==> src/rtl/md_pkg.sv <==
// Shared definitions for the RV32M divide/remainder unit: operation
// encodings, FSM state type and the iteration counter width.
package md_pkg;

  localparam int MD_DATA_WIDTH = 32;

  // MDOp encodings as presented on the execute-stage operand bus
  localparam logic [1:0] MD_DIV  = 2'b00;
  localparam logic [1:0] MD_DIVU = 2'b01;
  localparam logic [1:0] MD_REM  = 2'b10;
  localparam logic [1:0] MD_REMU = 2'b11;

  typedef enum logic [1:0] {
    S_IDLE = 2'd0,
    S_CALC = 2'd1,
    S_DONE = 2'd2
  } state_t;

  // Bits needed to count 0..w-1 iterations
  function automatic int md_cnt_width(input int w);
    return (w > 1) ? $clog2(w) : 1;
  endfunction

  localparam int MD_CNT_W = md_cnt_width(MD_DATA_WIDTH);

endpackage

==> src/rtl/div_step.sv <==
// One restoring-division iteration: shift the next dividend bit into the
// partial remainder and subtract the divisor when it fits.
module div_step
  import md_pkg::*;
#(
  parameter int DATA_WIDTH = MD_DATA_WIDTH
) (
  input  logic [DATA_WIDTH-1:0] rem,
  input  logic                  dvd_msb,
  input  logic [DATA_WIDTH-1:0] divisor,
  output logic [DATA_WIDTH-1:0] rem_next,
  output logic                  q_bit
);

  // The shifted remainder can exceed DATA_WIDTH bits when the divisor is
  // large, so the compare and subtract are done one bit wider.
  logic [DATA_WIDTH:0] shifted;
  logic [DATA_WIDTH:0] divisor_ext;

  assign shifted     = {rem, dvd_msb};
  assign divisor_ext = {1'b0, divisor};
  assign q_bit       = (shifted >= divisor_ext);
  assign rem_next    = q_bit ? DATA_WIDTH'(shifted - divisor_ext)
                             : shifted[DATA_WIDTH-1:0];

endmodule

==> src/rtl/div_unit.sv <==
// Iterative RV32M divide/remainder unit (DIV, DIVU, REM, REMU). Works on
// operand magnitudes with one restoring step per cycle, fixes signs on the
// way out, and resolves divide-by-zero and signed overflow without iterating.
module div_unit
  import md_pkg::*;
#(
  parameter int DATA_WIDTH = MD_DATA_WIDTH
) (
  input  logic                  clk,
  input  logic                  rst_n,
  input  logic                  Start,
  input  logic [1:0]            MDOp,
  input  logic [DATA_WIDTH-1:0] SrcA,
  input  logic [DATA_WIDTH-1:0] SrcB,
  input  logic                  Flush,
  output logic                  Busy,
  output logic                  Done,
  output logic [DATA_WIDTH-1:0] Result
);

  localparam int CNT_W = md_cnt_width(DATA_WIDTH);
  localparam logic [DATA_WIDTH-1:0] ALL_ONES = '1;
  localparam logic [DATA_WIDTH-1:0] MIN_NEG  = {1'b1, {(DATA_WIDTH-1){1'b0}}};
  localparam logic [CNT_W-1:0]      CNT_LAST = CNT_W'(DATA_WIDTH - 1);

  state_t state_q, state_d;

  logic [CNT_W-1:0]      cnt_q;
  // Dividend shifts out of the top while quotient bits shift into the bottom
  logic [DATA_WIDTH-1:0] dq_q;
  logic [DATA_WIDTH-1:0] dsr_q;
  logic [DATA_WIDTH-1:0] rem_q;
  logic                  is_rem_q;
  logic                  neg_quo_q;
  logic                  neg_rem_q;
  logic [DATA_WIDTH-1:0] result_q;

  // Decode of the incoming request
  logic                  accept;
  logic                  in_signed;
  logic                  in_rem;
  logic                  div_zero;
  logic                  overflow;
  logic                  special;
  logic [DATA_WIDTH-1:0] special_result;
  logic [DATA_WIDTH-1:0] abs_a;
  logic [DATA_WIDTH-1:0] abs_b;

  // Iteration datapath
  logic [DATA_WIDTH-1:0] step_rem;
  logic                  step_q;
  logic                  last_iter;
  logic [DATA_WIDTH-1:0] quo_final;
  logic [DATA_WIDTH-1:0] rem_final;
  logic [DATA_WIDTH-1:0] calc_result;

  assign accept    = (state_q == S_IDLE) && Start && !Flush;
  assign in_signed = (MDOp == MD_DIV) || (MDOp == MD_REM);
  assign in_rem    = (MDOp == MD_REM) || (MDOp == MD_REMU);
  assign div_zero  = (SrcB == '0);
  assign overflow  = in_signed && (SrcA == MIN_NEG) && (SrcB == ALL_ONES);
  assign special   = div_zero || overflow;

  // Negating MIN_NEG wraps back to itself, which is its correct unsigned magnitude
  assign abs_a = (in_signed && SrcA[DATA_WIDTH-1]) ? -SrcA : SrcA;
  assign abs_b = (in_signed && SrcB[DATA_WIDTH-1]) ? -SrcB : SrcB;

  // Architected results for the cases that bypass iteration
  always_comb begin
    // NOTE: every combinational output gets a default first so no path leaves it unassigned and infers a latch.
    special_result = '0;
    if (div_zero) begin
      special_result = in_rem ? SrcA : ALL_ONES;
    end else if (overflow) begin
      special_result = in_rem ? '0 : MIN_NEG;
    end
  end

  div_step #(
    .DATA_WIDTH(DATA_WIDTH)
  ) u_step (
    .rem     (rem_q),
    .dvd_msb (dq_q[DATA_WIDTH-1]),
    .divisor (dsr_q),
    .rem_next(step_rem),
    .q_bit   (step_q)
  );

  assign last_iter   = (cnt_q == CNT_LAST);
  assign quo_final   = {dq_q[DATA_WIDTH-2:0], step_q};
  assign rem_final   = step_rem;
  assign calc_result = is_rem_q ? (neg_rem_q ? -rem_final : rem_final)
                                : (neg_quo_q ? -quo_final : quo_final);

  // State register
  always_ff @(posedge clk) begin
    // NOTE: sequential state uses non-blocking assignments so every register samples pre-edge values.
    if (!rst_n) begin
      state_q <= S_IDLE;
    end else begin
      state_q <= state_d;
    end
  end

  // Next-state logic; Flush overrides everything
  always_comb begin
    state_d = state_q;
    if (Flush) begin
      state_d = S_IDLE;
    end else begin
      case (state_q)
        S_IDLE:  if (Start) state_d = special ? S_DONE : S_CALC;
        S_CALC:  if (last_iter) state_d = S_DONE;
        S_DONE:  state_d = S_IDLE;
        default: state_d = S_IDLE;
      endcase
    end
  end

  // Status outputs decoded from state
  always_comb begin
    Busy = (state_q == S_CALC) || (state_q == S_DONE);
    Done = (state_q == S_DONE);
  end

  assign Result = result_q;

  // Operand latch, iteration registers and result register
  always_ff @(posedge clk) begin
    if (!rst_n) begin
      cnt_q     <= '0;
      dq_q      <= '0;
      dsr_q     <= '0;
      rem_q     <= '0;
      is_rem_q  <= 1'b0;
      neg_quo_q <= 1'b0;
      neg_rem_q <= 1'b0;
      result_q  <= '0;
    end else if (accept) begin
      cnt_q     <= '0;
      dq_q      <= abs_a;
      dsr_q     <= abs_b;
      rem_q     <= '0;
      is_rem_q  <= in_rem;
      neg_quo_q <= in_signed && (SrcA[DATA_WIDTH-1] ^ SrcB[DATA_WIDTH-1]);
      neg_rem_q <= in_signed && SrcA[DATA_WIDTH-1];
      if (special) begin
        result_q <= special_result;
      end
    end else if ((state_q == S_CALC) && !Flush) begin
      cnt_q <= cnt_q + CNT_W'(1);
      dq_q  <= quo_final;
      rem_q <= step_rem;
      if (last_iter) begin
        result_q <= calc_result;
      end
    end
  end

endmodule

==> config.mk <==
export PLATFORM = sky130hd
export DESIGN_NAME = div_unit
export DESIGN_NICKNAME = d
export VERILOG_FILES = /design/src/rtl/md_pkg.sv /design/src/rtl/div_step.sv /design/src/rtl/div_unit.sv
export SDC_FILE = /design/constraint.sdc
export NUM_CORES = 1
export LEC_CHECK = 0
export ABC_AREA = 1
export ABC_CLOCK_PERIOD_IN_PS = 5200
export CAP_MARGIN = 20
export CORE_MARGIN = 4
export CORE_UTILIZATION = 35
export DETAILED_ROUTE_END_ITERATION = 16
export DONT_BUFFER_PORTS = 1
export GPL_TIMING_DRIVEN = 1
export HOLD_SLACK_MARGIN = 0.02
export PLACE_DENSITY = 0.56
export SKIP_CTS_REPAIR_TIMING = 1
export SYNTH_ARGS = -nofsm -noshare
export SYNTH_HDL_FRONTEND = slang
export SYNTH_SLANG_ARGS = --single-unit
==> constraint.sdc <==
create_clock -name clk -period 5.2 [get_ports clk]
set_clock_uncertainty 0.1 [all_clocks]
set_input_delay 1.56 -clock clk [delete_from_list [all_inputs] [get_ports clk]]
set_output_delay 1.56 -clock clk [all_outputs]
set_load 0.05 [all_outputs]
==> impl_metrics.ini <==
[status]
status = completed

[worst_setup_path]
crit_path_end_kind = flop
r2r-end = Result[30]
worstSetupStartpoint = dsr_q[8]
crit-reg2reg-launch = dsr_q[8]
crit_path_max_fanout = 28
endpoint = Result[30]
worst_path_max_delay_cell = ha_1
path_common_cell = nand2_1
critical_path_required_ns = 5.43
arrival_ns = 4.84
r2r_setup_slack_ns = 0.59
setup.worst_path.class = flop to flop
max_stage_delay_ns = 0.37
critical_path.startpoint_type = flop
r2r_cells = 29

[route]
ant_nets = 0
drt_iter0_markers = 1450
vias = 13951
drc = 0
drt-total-wl_um = 47200
vias_per_cell = 5.25
wl_per_cell_um = 17.8
first_pass_iters = 5

[layout]
final_common_cell = nand2_1
finalCoreUtilization_pct = 38.8
drive_gt1_share_pct = 6.65
area_growth_pct = 8.71
fillers = 4014
nNetsFinal = 2298
final_cell_count_no_fill = 2658
n_antenna_cell = 0
fin_area_um2 = 13900
layout_common_cells = nand2_1, inv_1, nor2_1, o21ai_0, dfxtp_1

[synthesis]
yosys.area.top_type_share_pct = 21.6
synth-main-ff-cell = dfxtp_1
yosys_warnings = 0
synth_seq_cells = 138
ys_seq_area_share_pct = 21.6
ys_types = 52
syn_area_um2 = 12800
postSynthCellCount = 2219
async_flop_share_pct = 0
synth_area_leaders = dfxtp_1, nand2_1, inv_1
avgSynthCellArea_um2 = 5.75
synth-edff-count = 0
syn_nets = 2332
yosys.area.top_type = dfxtp_1

[timing]
setup_tns_ns = 0
fin_crit_sh_pct = 88.6
slew_viol_final = 0
fin_crit_ns = 4.61
rsz0062_at_grt = no
relSlewSlack_pct = 34.4
hold_viol_final = 0
finalSetupViolCount = 0
tightest_slew_ns = 0.982
setup_ws_ns = 0.592
holdWs_ns = 0.355
fmax_mhz = 217

[clock_tree]
cts_htree_levels = 4
cts_inserted_buffers = 17
cts.path.max_buffers = 2
worst_skew_pair.late_latency_ns = 0.46
cts_root_buffer = clkbuf_16
clk_pin_slew_ns = 0.08
cts.sinks = 138
cts_tree = done

[placed_design]
dp_slack_ns = 0.526
place_area_um2 = 13100
hpwl_um = 37000
place_inst = 2622
place_congestion = 0.982
numPortBuffers = 0

[global_route]
grt_usage_pct = 23.5
grt_remaining_overflow = 0
grt_max_degree = 48
grt_pass1_wl_um = 73100
met1_usage_pct = 33.6
busiest_layer = met2
grt_pass1_vias = 12777
use_met3_pct = 3.42
antenna_found_initial = 0
grt_use_met2_pct = 37.6

[power_and_ir_drop]
totalPowerFinal_mw = 4.61
peakVddDrop_mv = 0.248
p_leak_nw = 6.70
power_density_nw_per_um2 = 333

[floorplanning]
die_h_um = 199
rows = 69
die_x_um = 199
fp.dieArea_um2 = 39600
coreArea_um2 = 35700
start_util_pct = 35.7
ios = 104

[hold_path]
hp-class = flop to flop

[flow_run]
maxCapViolCount = 0
-- synth_stat cells, types with 2 or more instances --
library cell,n
nand3_1,135
nand4_1,26
dfxtp_1,138
buf_2,6
xor2_1,53
ha_1,42
clkbuf_1,56
buf_6,4
a21oi_2,6
nand2_4,5
o221ai_1,3
o21ai_2,2
and3_1,5
nand3b_1,10
or2_2,8
inv_2,6
nand2_2,29
a31oi_1,12
inv_1,331
o21ai_0,164
xnor2_1,10
nor2_1,209
nor2_2,15
o31ai_1,7
nand3_2,5
nor2_8,2
buf_12,2
o211ai_1,27
o22ai_1,22
buf_1,8
o21ai_1,10
nor2_4,4
nor4_1,4
a21oi_1,132
nor3_1,42
o21bai_1,2
o32ai_1,9
nand2_1,641
and2_1,9
clkinv_1,4
o21a_1,3
-- worst min path at each step --
stage                           end  depth (start not counted)       from
final                     dsr_q[24]                          2  dsr_q[24]
after global routing      dsr_q[24]                          2  dsr_q[24]
after CTS                 dsr_q[24]                          2  dsr_q[24]
after detailed placement  dsr_q[24]                          2  dsr_q[24]
after global placement    dsr_q[24]                          2  dsr_q[24]
after floorplan           dsr_q[24]                          2  dsr_q[24]
-- sequential cells by signal (all words and copies together), names as in the netlist --
name	count
Result	32
cnt_q	5
dq_q	32
dsr_q	32
is_rem_q	1
neg_quo_q	1
neg_rem_q	1
rem_q	32
state_q	2
-- metal layers --
metal	share of wire [%]	wire length [um]	up-vias
met4	1.7	811	0
li1	-	-	7054
met3	5.5	2580	49
met1	48	22600	6444
met5	0	0	-
met2	45	21200	404
-- layout make-up --
cell class	count	area, um^2	area share [%]
multi-input combinational	1662	8380	60.4
clock buffer	20	447	3.22
timing repair buffer	24	180	1.30
sequential	138	2760	19.9
inverter	342	1290	9.27
tap	461	577	4.16
clock inverter	11	241	1.74
-- cell families after synthesis --
family	count (synthesis)	synth area share, %
buffers and inverters	420	13.0
DFF	138	21.6
adders and majority gates	43	4.27
AOI/OAI and AO/OA	401	17.5
and+or+nand+nor	1154	39.3
xor gates and xnor gates	63	4.32
-- where the power goes --
group	internal [mW]	switching (mW)	leakage [nW]	total, mW
clock	0.961	0.534	0.335	1.49
combinational	0.585	1.39	5.24	1.97
sequential	1.10	0.0443	1.12	1.15
total	2.65	1.97	6.70	4.61
-- critical path: cells and delay by family, from the launching register on --
kind | cells | cell delay [ns]
simple gates | 19 | 2.56
fa+ha+maj | 2 | 0.60
compound gates | 4 | 0.54
buf+inv | 4 | 0.38
flops | 1 | 0.31
(Power assumes the default switching activity.)
